[config.mk]
export PLATFORM = sky130hd
export DESIGN_NAME = icache_dm
export DESIGN_NICKNAME = d
export VERILOG_FILES = /design/src/rtl/icache_pkg.sv /design/src/rtl/icache_array.sv /design/src/rtl/icache_dm.sv
export SDC_FILE = /design/constraint.sdc
export NUM_CORES = 2
export LEC_CHECK = 0
export BUFFER_PORTS_ARGS = -buffer_cell sky130_fd_sc_hd__buf_2
export CELL_PAD_IN_SITES_DETAIL_PLACEMENT = 2
export CELL_PAD_IN_SITES_GLOBAL_PLACEMENT = 2
export CORE_MARGIN = 8
export CORE_UTILIZATION = 51
export DETAILED_ROUTE_END_ITERATION = 8
export HOLD_SLACK_MARGIN = 0.05
export PLACE_DENSITY_LB_ADDON = 0.1
export RECOVER_POWER = 25
export SYNTH_ARGS = -nofsm -noshare
export SYNTH_HDL_FRONTEND = slang
export SYNTH_SLANG_ARGS = --single-unit
[constraint.sdc]
create_clock -name clk -period 21.5 [get_ports clk]
set_input_delay 1.075 -clock clk [delete_from_list [all_inputs] [get_ports clk]]
set_output_delay 1.075 -clock clk [all_outputs]
set_load 0.05 [all_outputs]
[src/rtl/icache_pkg.sv]
// icache_pkg: shared types and constants for the direct-mapped instruction cache.
// Holds the line geometry, the controller FSM state encoding and a word-select helper.
package icache_pkg;

   localparam int LINE_W         = 128;
   localparam int WORDS_PER_LINE = 4;
   localparam int OFFS_W         = 2;

   typedef enum logic [1:0] {
      IDLE = 2'd0,
      REQ  = 2'd1,
      WAIT = 2'd2
   } icache_state_e;

   typedef logic [LINE_W-1:0] cache_line_t;

   // Pick 32-bit word 'offs' out of a line (word k lives at bits [32k+31:32k]).
   function automatic logic [31:0] line_word(input cache_line_t line,
                                             input logic [OFFS_W-1:0] offs);
      return line[{offs, 5'b00000} +: 32];
   endfunction

endpackage

[src/rtl/icache_array.sv]
// icache_array: valid/tag/data storage for the direct-mapped instruction cache.
// One asynchronous read port (lookup index) and one synchronous write port (line fill).
// Only the valid bits are reset; tag and data contents are meaningless until a fill.
module icache_array
   import icache_pkg::*;
#(
   parameter int LINES = 16,
   parameter int IDX_W = 4,
   parameter int TAG_W = 24
) (
   input  logic              clk,
   input  logic              rst_n,
   // lookup port
   input  logic [IDX_W-1:0]  rd_idx,
   output logic              rd_valid,
   output logic [TAG_W-1:0]  rd_tag,
   output cache_line_t       rd_line,
   // fill port
   input  logic              wr_en,
   input  logic [IDX_W-1:0]  wr_idx,
   input  logic [TAG_W-1:0]  wr_tag,
   input  cache_line_t       wr_line
);

   logic              valid_reg [LINES];
   logic [TAG_W-1:0]  tag_arr   [LINES];
   cache_line_t       data_arr  [LINES];

   // One valid flop per line: cleared by reset, set when that line is filled.
   for (genvar gi = 0; gi < LINES; gi++) begin : g_valid
      always_ff @(posedge clk or negedge rst_n) begin
         if (!rst_n) begin
            valid_reg[gi] <= 1'b0;
         end else if (wr_en && (wr_idx == IDX_W'(gi))) begin
            valid_reg[gi] <= 1'b1;
         end
      end
   end

   // Tag and data storage: written on a fill, never reset.
   always_ff @(posedge clk) begin
      if (wr_en) begin
         tag_arr[wr_idx]  <= wr_tag;
         data_arr[wr_idx] <= wr_line;
      end
   end

   // Asynchronous read so a hit can be answered in the same cycle.
   always_comb begin
      rd_valid = valid_reg[rd_idx];
      rd_tag   = tag_arr[rd_idx];
      rd_line  = data_arr[rd_idx];
   end

endmodule

[src/rtl/icache_dm.sv]
// icache_dm: direct-mapped read-only instruction cache in front of a 128-bit
// line-fill controller. Hits answer combinationally; a miss issues one line
// request, waits for the response, fills the line and returns to lookup.
// Optional hit/miss counters are built only when ICACHE_PERF_CNT_EN is defined;
// otherwise hit_cnt_o and miss_cnt_o are tied to zero.
module icache_dm
   import icache_pkg::*;
#(
   parameter int LINES = 16
) (
   input  logic          clk,
   input  logic          rst_n,
   // CPU fetch port
   input  logic          cpu_req_i,
   input  logic [31:0]   cpu_addr_i,
   output logic          cpu_rdy_o,
   output logic [31:0]   cpu_data_o,
   // line-fill controller port
   output logic          mem_req_o,
   output logic [31:0]   mem_addr_o,
   input  logic          mem_rsp_i,
   input  logic [127:0]  mem_data_i,
   // performance counters
   output logic [31:0]   hit_cnt_o,
   output logic [31:0]   miss_cnt_o
);

   localparam int IDX_W = $clog2(LINES);
   localparam int TAG_W = 32 - 4 - IDX_W;

   icache_state_e        state_reg, state_next;
   logic [27:0]          miss_line_reg;   // addr[31:4] of the outstanding miss

   logic [IDX_W-1:0]     req_idx;
   logic [TAG_W-1:0]     req_tag;
   logic [OFFS_W-1:0]    req_offs;
   logic [IDX_W-1:0]     miss_idx;
   logic [TAG_W-1:0]     miss_tag;

   logic                 rd_valid;
   logic [TAG_W-1:0]     rd_tag;
   cache_line_t          rd_line;

   logic                 lookup_hit;
   logic                 hit;
   logic                 miss_start;
   logic                 fill_en;
   logic                 line_req;

   // Byte-offset bits never select anything in a word-wide fetch.
   logic                 unused_addr_bits;
   assign unused_addr_bits = &{1'b0, cpu_addr_i[1:0]};

   // Split the fetch address and the latched miss address into index/tag/offset.
   always_comb begin
      req_offs = cpu_addr_i[3:2];
      req_idx  = cpu_addr_i[4 +: IDX_W];
      req_tag  = cpu_addr_i[31 -: TAG_W];
      miss_idx = miss_line_reg[IDX_W-1:0];
      miss_tag = miss_line_reg[27 -: TAG_W];
   end

   icache_array #(
      .LINES (LINES),
      .IDX_W (IDX_W),
      .TAG_W (TAG_W)
   ) u_array (
      .clk      (clk),
      .rst_n    (rst_n),
      .rd_idx   (req_idx),
      .rd_valid (rd_valid),
      .rd_tag   (rd_tag),
      .rd_line  (rd_line),
      .wr_en    (fill_en),
      .wr_idx   (miss_idx),
      .wr_tag   (miss_tag),
      .wr_line  (mem_data_i)
   );

   // Tag compare on the lookup index.
   always_comb begin
      lookup_hit = cpu_req_i && rd_valid && (rd_tag == req_tag);
   end

   // FSM state register; reset aborts any miss in flight.
   always_ff @(posedge clk or negedge rst_n) begin
      if (!rst_n) begin
         state_reg <= IDLE;
      end else begin
         state_reg <= state_next;
      end
   end

   // Next state and per-state control strobes.
   always_comb begin
      state_next = state_reg;
      hit        = 1'b0;
      miss_start = 1'b0;
      fill_en    = 1'b0;
      line_req   = 1'b0;
      case (state_reg)
         IDLE: begin
            if (cpu_req_i) begin
               if (lookup_hit) begin
                  hit = 1'b1;
               end else begin
                  miss_start = 1'b1;
                  state_next = REQ;
               end
            end
         end
         REQ: begin
            line_req   = 1'b1;
            state_next = WAIT;
         end
         WAIT: begin
            // mem_data_i only matters in the cycle the response is valid.
            if (mem_rsp_i) begin
               fill_en    = 1'b1;
               state_next = IDLE;
            end
         end
         default: begin
            state_next = IDLE;
         end
      endcase
   end

   // Latch the line address of a miss; the fill always targets this address.
   always_ff @(posedge clk or negedge rst_n) begin
      if (!rst_n) begin
         miss_line_reg <= '0;
      end else if (miss_start) begin
         miss_line_reg <= cpu_addr_i[31:4];
      end
   end

   // CPU and controller outputs; data comes straight from the array, ungated.
   always_comb begin
      cpu_rdy_o  = hit;
      cpu_data_o = line_word(rd_line, req_offs);
      mem_req_o  = line_req;
      mem_addr_o = line_req ? {2'b00, miss_line_reg, 2'b00} : 32'd0;
   end

`ifdef ICACHE_PERF_CNT_EN
   logic [31:0] hit_cnt_reg;
   logic [31:0] miss_cnt_reg;

   // Count hit cycles and miss starts; both wrap naturally at 2^32.
   always_ff @(posedge clk or negedge rst_n) begin
      if (!rst_n) begin
         hit_cnt_reg  <= '0;
         miss_cnt_reg <= '0;
      end else begin
         if (hit) begin
            hit_cnt_reg <= hit_cnt_reg + 32'd1;
         end
         if (miss_start) begin
            miss_cnt_reg <= miss_cnt_reg + 32'd1;
         end
      end
   end

   assign hit_cnt_o  = hit_cnt_reg;
   assign miss_cnt_o = miss_cnt_reg;
`else
   assign hit_cnt_o  = 32'd0;
   assign miss_cnt_o = 32'd0;
`endif

endmodule
==> parameters.txt <==
Parameter                              Value

Status
  Run status ... finished, final reports clean

Clock tree
  Clock buffers created by TritonCTS ... 280
  Cell at the root of the clock tree ... sky130_fd_sc_hd__clkbuf_16
  CTS tree ... done
  Setup fix buffers added after clock tree synthesis ... 0
  Number of sinks on the clock net ... 2,478
  Number of buffers on the longest clock path ... 4
  Number of gates resized after CTS ... 0
  Latest clock arrival within the worst-skew pair ... 0.94 ns
  Clock-pin slew on the worst setup and hold paths ... 0.08 ns
  CTS Hold Bufs ... 0
  H-tree depth ... 5

Power and ir drop
  Sequential fraction of design power ... 51.0%
  Largest vdd supply drop ... 98.25 uV
  Leakage ... 33.82 nW
  Power Total ... 11.42 mW
  Internal Dissipation ... 8.544 mW
  Fraction of power consumed by combinational cells ... 7.9%
  Switching fraction of total power ... 25.17%
  Net switching power ... 2.874 mW
  Clk network pwr share ... 41.1%
  Power density over cell area ... 106.0 nW/um^2

Detailed routing
  Number of DRC markers after the initial detailed-route iteration ... 5,910
  DRC violation count after routing ... 0
  Average wire per standard cell ... 45.30 um
  Total vias in the final route ... 47.64k
  Number of routed nets with antenna violations ... 0
  Vias per Instance ... 6.843
  DRT Pass-1 Iters ... 5
  Sum of routed wire length over all layers ... 315.3 mm

STA
  Count of endpoints failing hold in the final timing report ... 0
  Final critical path time including I/O delays and setup ... 8.430 ns
  Worst clock skew ... 0.05140 ns
  Slew Viols, Final ... 0
  Maximum achievable frequency ... 0.1186 GHz
  Total Negative Setup Slacks ... 0 ns
  Final worst path period share ... 39.21%
  Setup violation total in the final timing report ... 0
  Setup repair after global routing missed its margin ... false
  Actual transition at the worst max-transition pin ... 1.211 ns
  Max-slew headroom at the worst pin ... 19.28%

Layout
  Net count of the finished layout ... 4,423
  Flip-flop count of the largest register, all copies and words added ... 2,048
  Ratio of cells with drive above 1 in the final layout ... 30.89%
  Area overhead of the layout relative to synthesis ... 12.94%
  Core utilization of the finished layout ... 58.03%

Critical path
  CP cell instances ... buf_8 > buf_4 > buf_4 > buf_4 > buf_4 > mux4_2 > mux4_2 > mux2i_1 > o21ai_0 > buf_2
  CP max stage delay ... 0.84 ns
  Launching element type of the critical path ... primary input
  Worst EP required ... 20.43 ns
  Element type at the critical path end ... output pin
  Most numerous cell on the critical path ... sky130_fd_sc_hd__buf_4
  Arrival time worst endpoint ... 7.36 ns
  Cells on worst reg2reg path ... 7
  Maximum fanout along the worst path ... 80
  CP Class ... primary input to output pin
  Max stage delay cell, worst path ... sky130_fd_sc_hd__buf_4

Yosys
  Share of the yosys chip area belonging to registers ... 77.78%
  Mean post-synth cell area ... 24.58 um^2
  Most frequent cell after synthesis ... sky130_fd_sc_hd__edfxtp_1
  Ys async rst share ... 1.856%
  Count of different cell masters after synthesis ... 66
  Most used flip-flop cell after synthesis ... sky130_fd_sc_hd__edfxtp_1
  Count of warnings emitted by yosys ... 0
  Number of storage elements in the synthesis netlist ... 2,478
  Netlist area before placement ... 95,380 um^2
  Top cell types by occurrence after synthesis ... sky130_fd_sc_hd__edfxtp_1, sky130_fd_sc_hd__mux4_2, sky130_fd_sc_hd__clkbuf_1, sky130_fd_sc_hd__buf_4, sky130_fd_sc_hd__buf_2
  Count of flip-flops with a built-in enable after synthesis ... 2,432
  Top cell type by total area after synthesis ... sky130_fd_sc_hd__edfxtp_1
  Area share of the largest cell type after synthesis ... 76.57%
  Cells after Synth ... 3,881
  Synth area leaders ... sky130_fd_sc_hd__edfxtp_1, sky130_fd_sc_hd__mux4_2, sky130_fd_sc_hd__dfrtp_1

Flow run
  Number of violations of the max-capacitance limit ... 0

Hold path
  Hold Crit Class ... primary input to asynchronous set/reset pin

Global routing
  Number of antenna violations at the first check in global routing ... 53
  Overflow left after global routing ... 0
  Largest net degree at the start of global routing ... 146
  Wire length of the first global-routing pass ... 434.2 mm
  Via count of the first global-routing pass ... 50.76k
  All-Layer GR Usage ... 31.19%

Die
  Die Area ... 201,100 um^2
  Die height ... 448.5 um
  Horiz. Die Dim ... 448.5 um
  IO Count ... 294
  Placeable Area ... 185,600 um^2
  Core Rows ... 158
  Initial cell density of the core ... 51.38%

Placement
  Detailed placement HPWL ... 158.7 mm
  RD Place Congestion ... 0.7299
  Port-buffer cells ... 223
[final cells by class]
cell class / count / area [um^2]
clock inverters: 103 / 825.8
multi-input cells: 1194 / 20120
repair buffers: 297 / 1787
diodes: 30 / 75.07
clock buffers: 371 / 7600
well taps: 2480 / 3103
inverters: 8 / 30.03
fillers: 14561 / 77910
flip-flops and latches: 2478 / 74180
[metrics by stage]
step,hold WS (ns),instances,setup WS (ns),cell area [um^2]
after global placement,0.4464,6457,12.84,99340
final,0.3753,6961,13.07,107700
after detailed placement,0.4646,6457,12.82,99340
after CTS,0.3195,6931,12.79,107800
after global routing,0.3709,6951,12.48,107700
after floorplan,0.4337,3948,8.650,95630
[cell families (layout without fill, tap and decap cells)]
group                  after synthesis  count (layout)  share of synthesized area (%)
flip-flops                        2478            2478                          77.78
multiplexers                       849             849                          18.85
buffers and inverters              276             779                          1.523
AND/OR/NAND/NOR                    169             169                         0.9695
AO/OA/AOI/OAI                       79              79                         0.6074
XOR/XNOR                            29              29                         0.2663
other                                1              98                       0.003932
[worst max-delay path, delay by kind of cell]
family          cells  cell delay [ns]
compound gates      1             0.22
buf+inv             6             4.19
mux                 3             1.55
[layout by cell type, fill, tap and decap left out, types with 31 or more instances in the layout]
cell,instances
sky130_fd_sc_hd__clkbuf_1,172
sky130_fd_sc_hd__nand2_1,36
sky130_fd_sc_hd__buf_2,121
sky130_fd_sc_hd__clkinv_1,51
sky130_fd_sc_hd__dfrtp_1,46
sky130_fd_sc_hd__mux2i_1,55
sky130_fd_sc_hd__mux2_2,31
sky130_fd_sc_hd__mux4_2,754
sky130_fd_sc_hd__conb_1,68
sky130_fd_sc_hd__clkbuf_16,289
sky130_fd_sc_hd__buf_4,60
sky130_fd_sc_hd__edfxtp_1,2432
[power groups by stage]
stage	clock network (mW)	logic (mW)	registers, mW
floorplan	0	0.551	5.82
global placement	0	0.834	5.84
detailed placement	0	0.889	5.90
CTS	4.75	0.914	5.81
global route	4.88	0.936	5.83
finish	4.69	0.907	5.82
[layer usage]
metal  wire length [um]  vias to the layer above  GRT usage [%]  share of wire, %
met5                148                        -              0             0.047
met4              11090                       22          10.30               3.5
met3              21030                      638          4.748               6.7
met2             161500                     2815          53.29                51
met1             121500                    26743          41.69                39
li1                   -                    17417              -                 -
[worst paths after layout]
| path | start | endpoint | slack, ns |
|---|---|---|---|
| setup / recovery | cpu_addr_i[4] | cpu_data_o[21] | 13.07 |
| hold / removal | rst_n | miss_line_reg[19] | 0.38 |
| setup reg to reg | state_reg[1] | u_array.data_arr[2][126] | 15.48 |
| hold reg to reg | u_array.valid_reg[5] | u_array.valid_reg[5] | 0.47 |
| max in group asynchronous | rst_n | miss_line_reg[10] | 20.51 |
| min in group clk | cpu_addr_i[28] | miss_line_reg[24] | 0.44 |
Note: power is estimated with default switching activity, not from simulation.
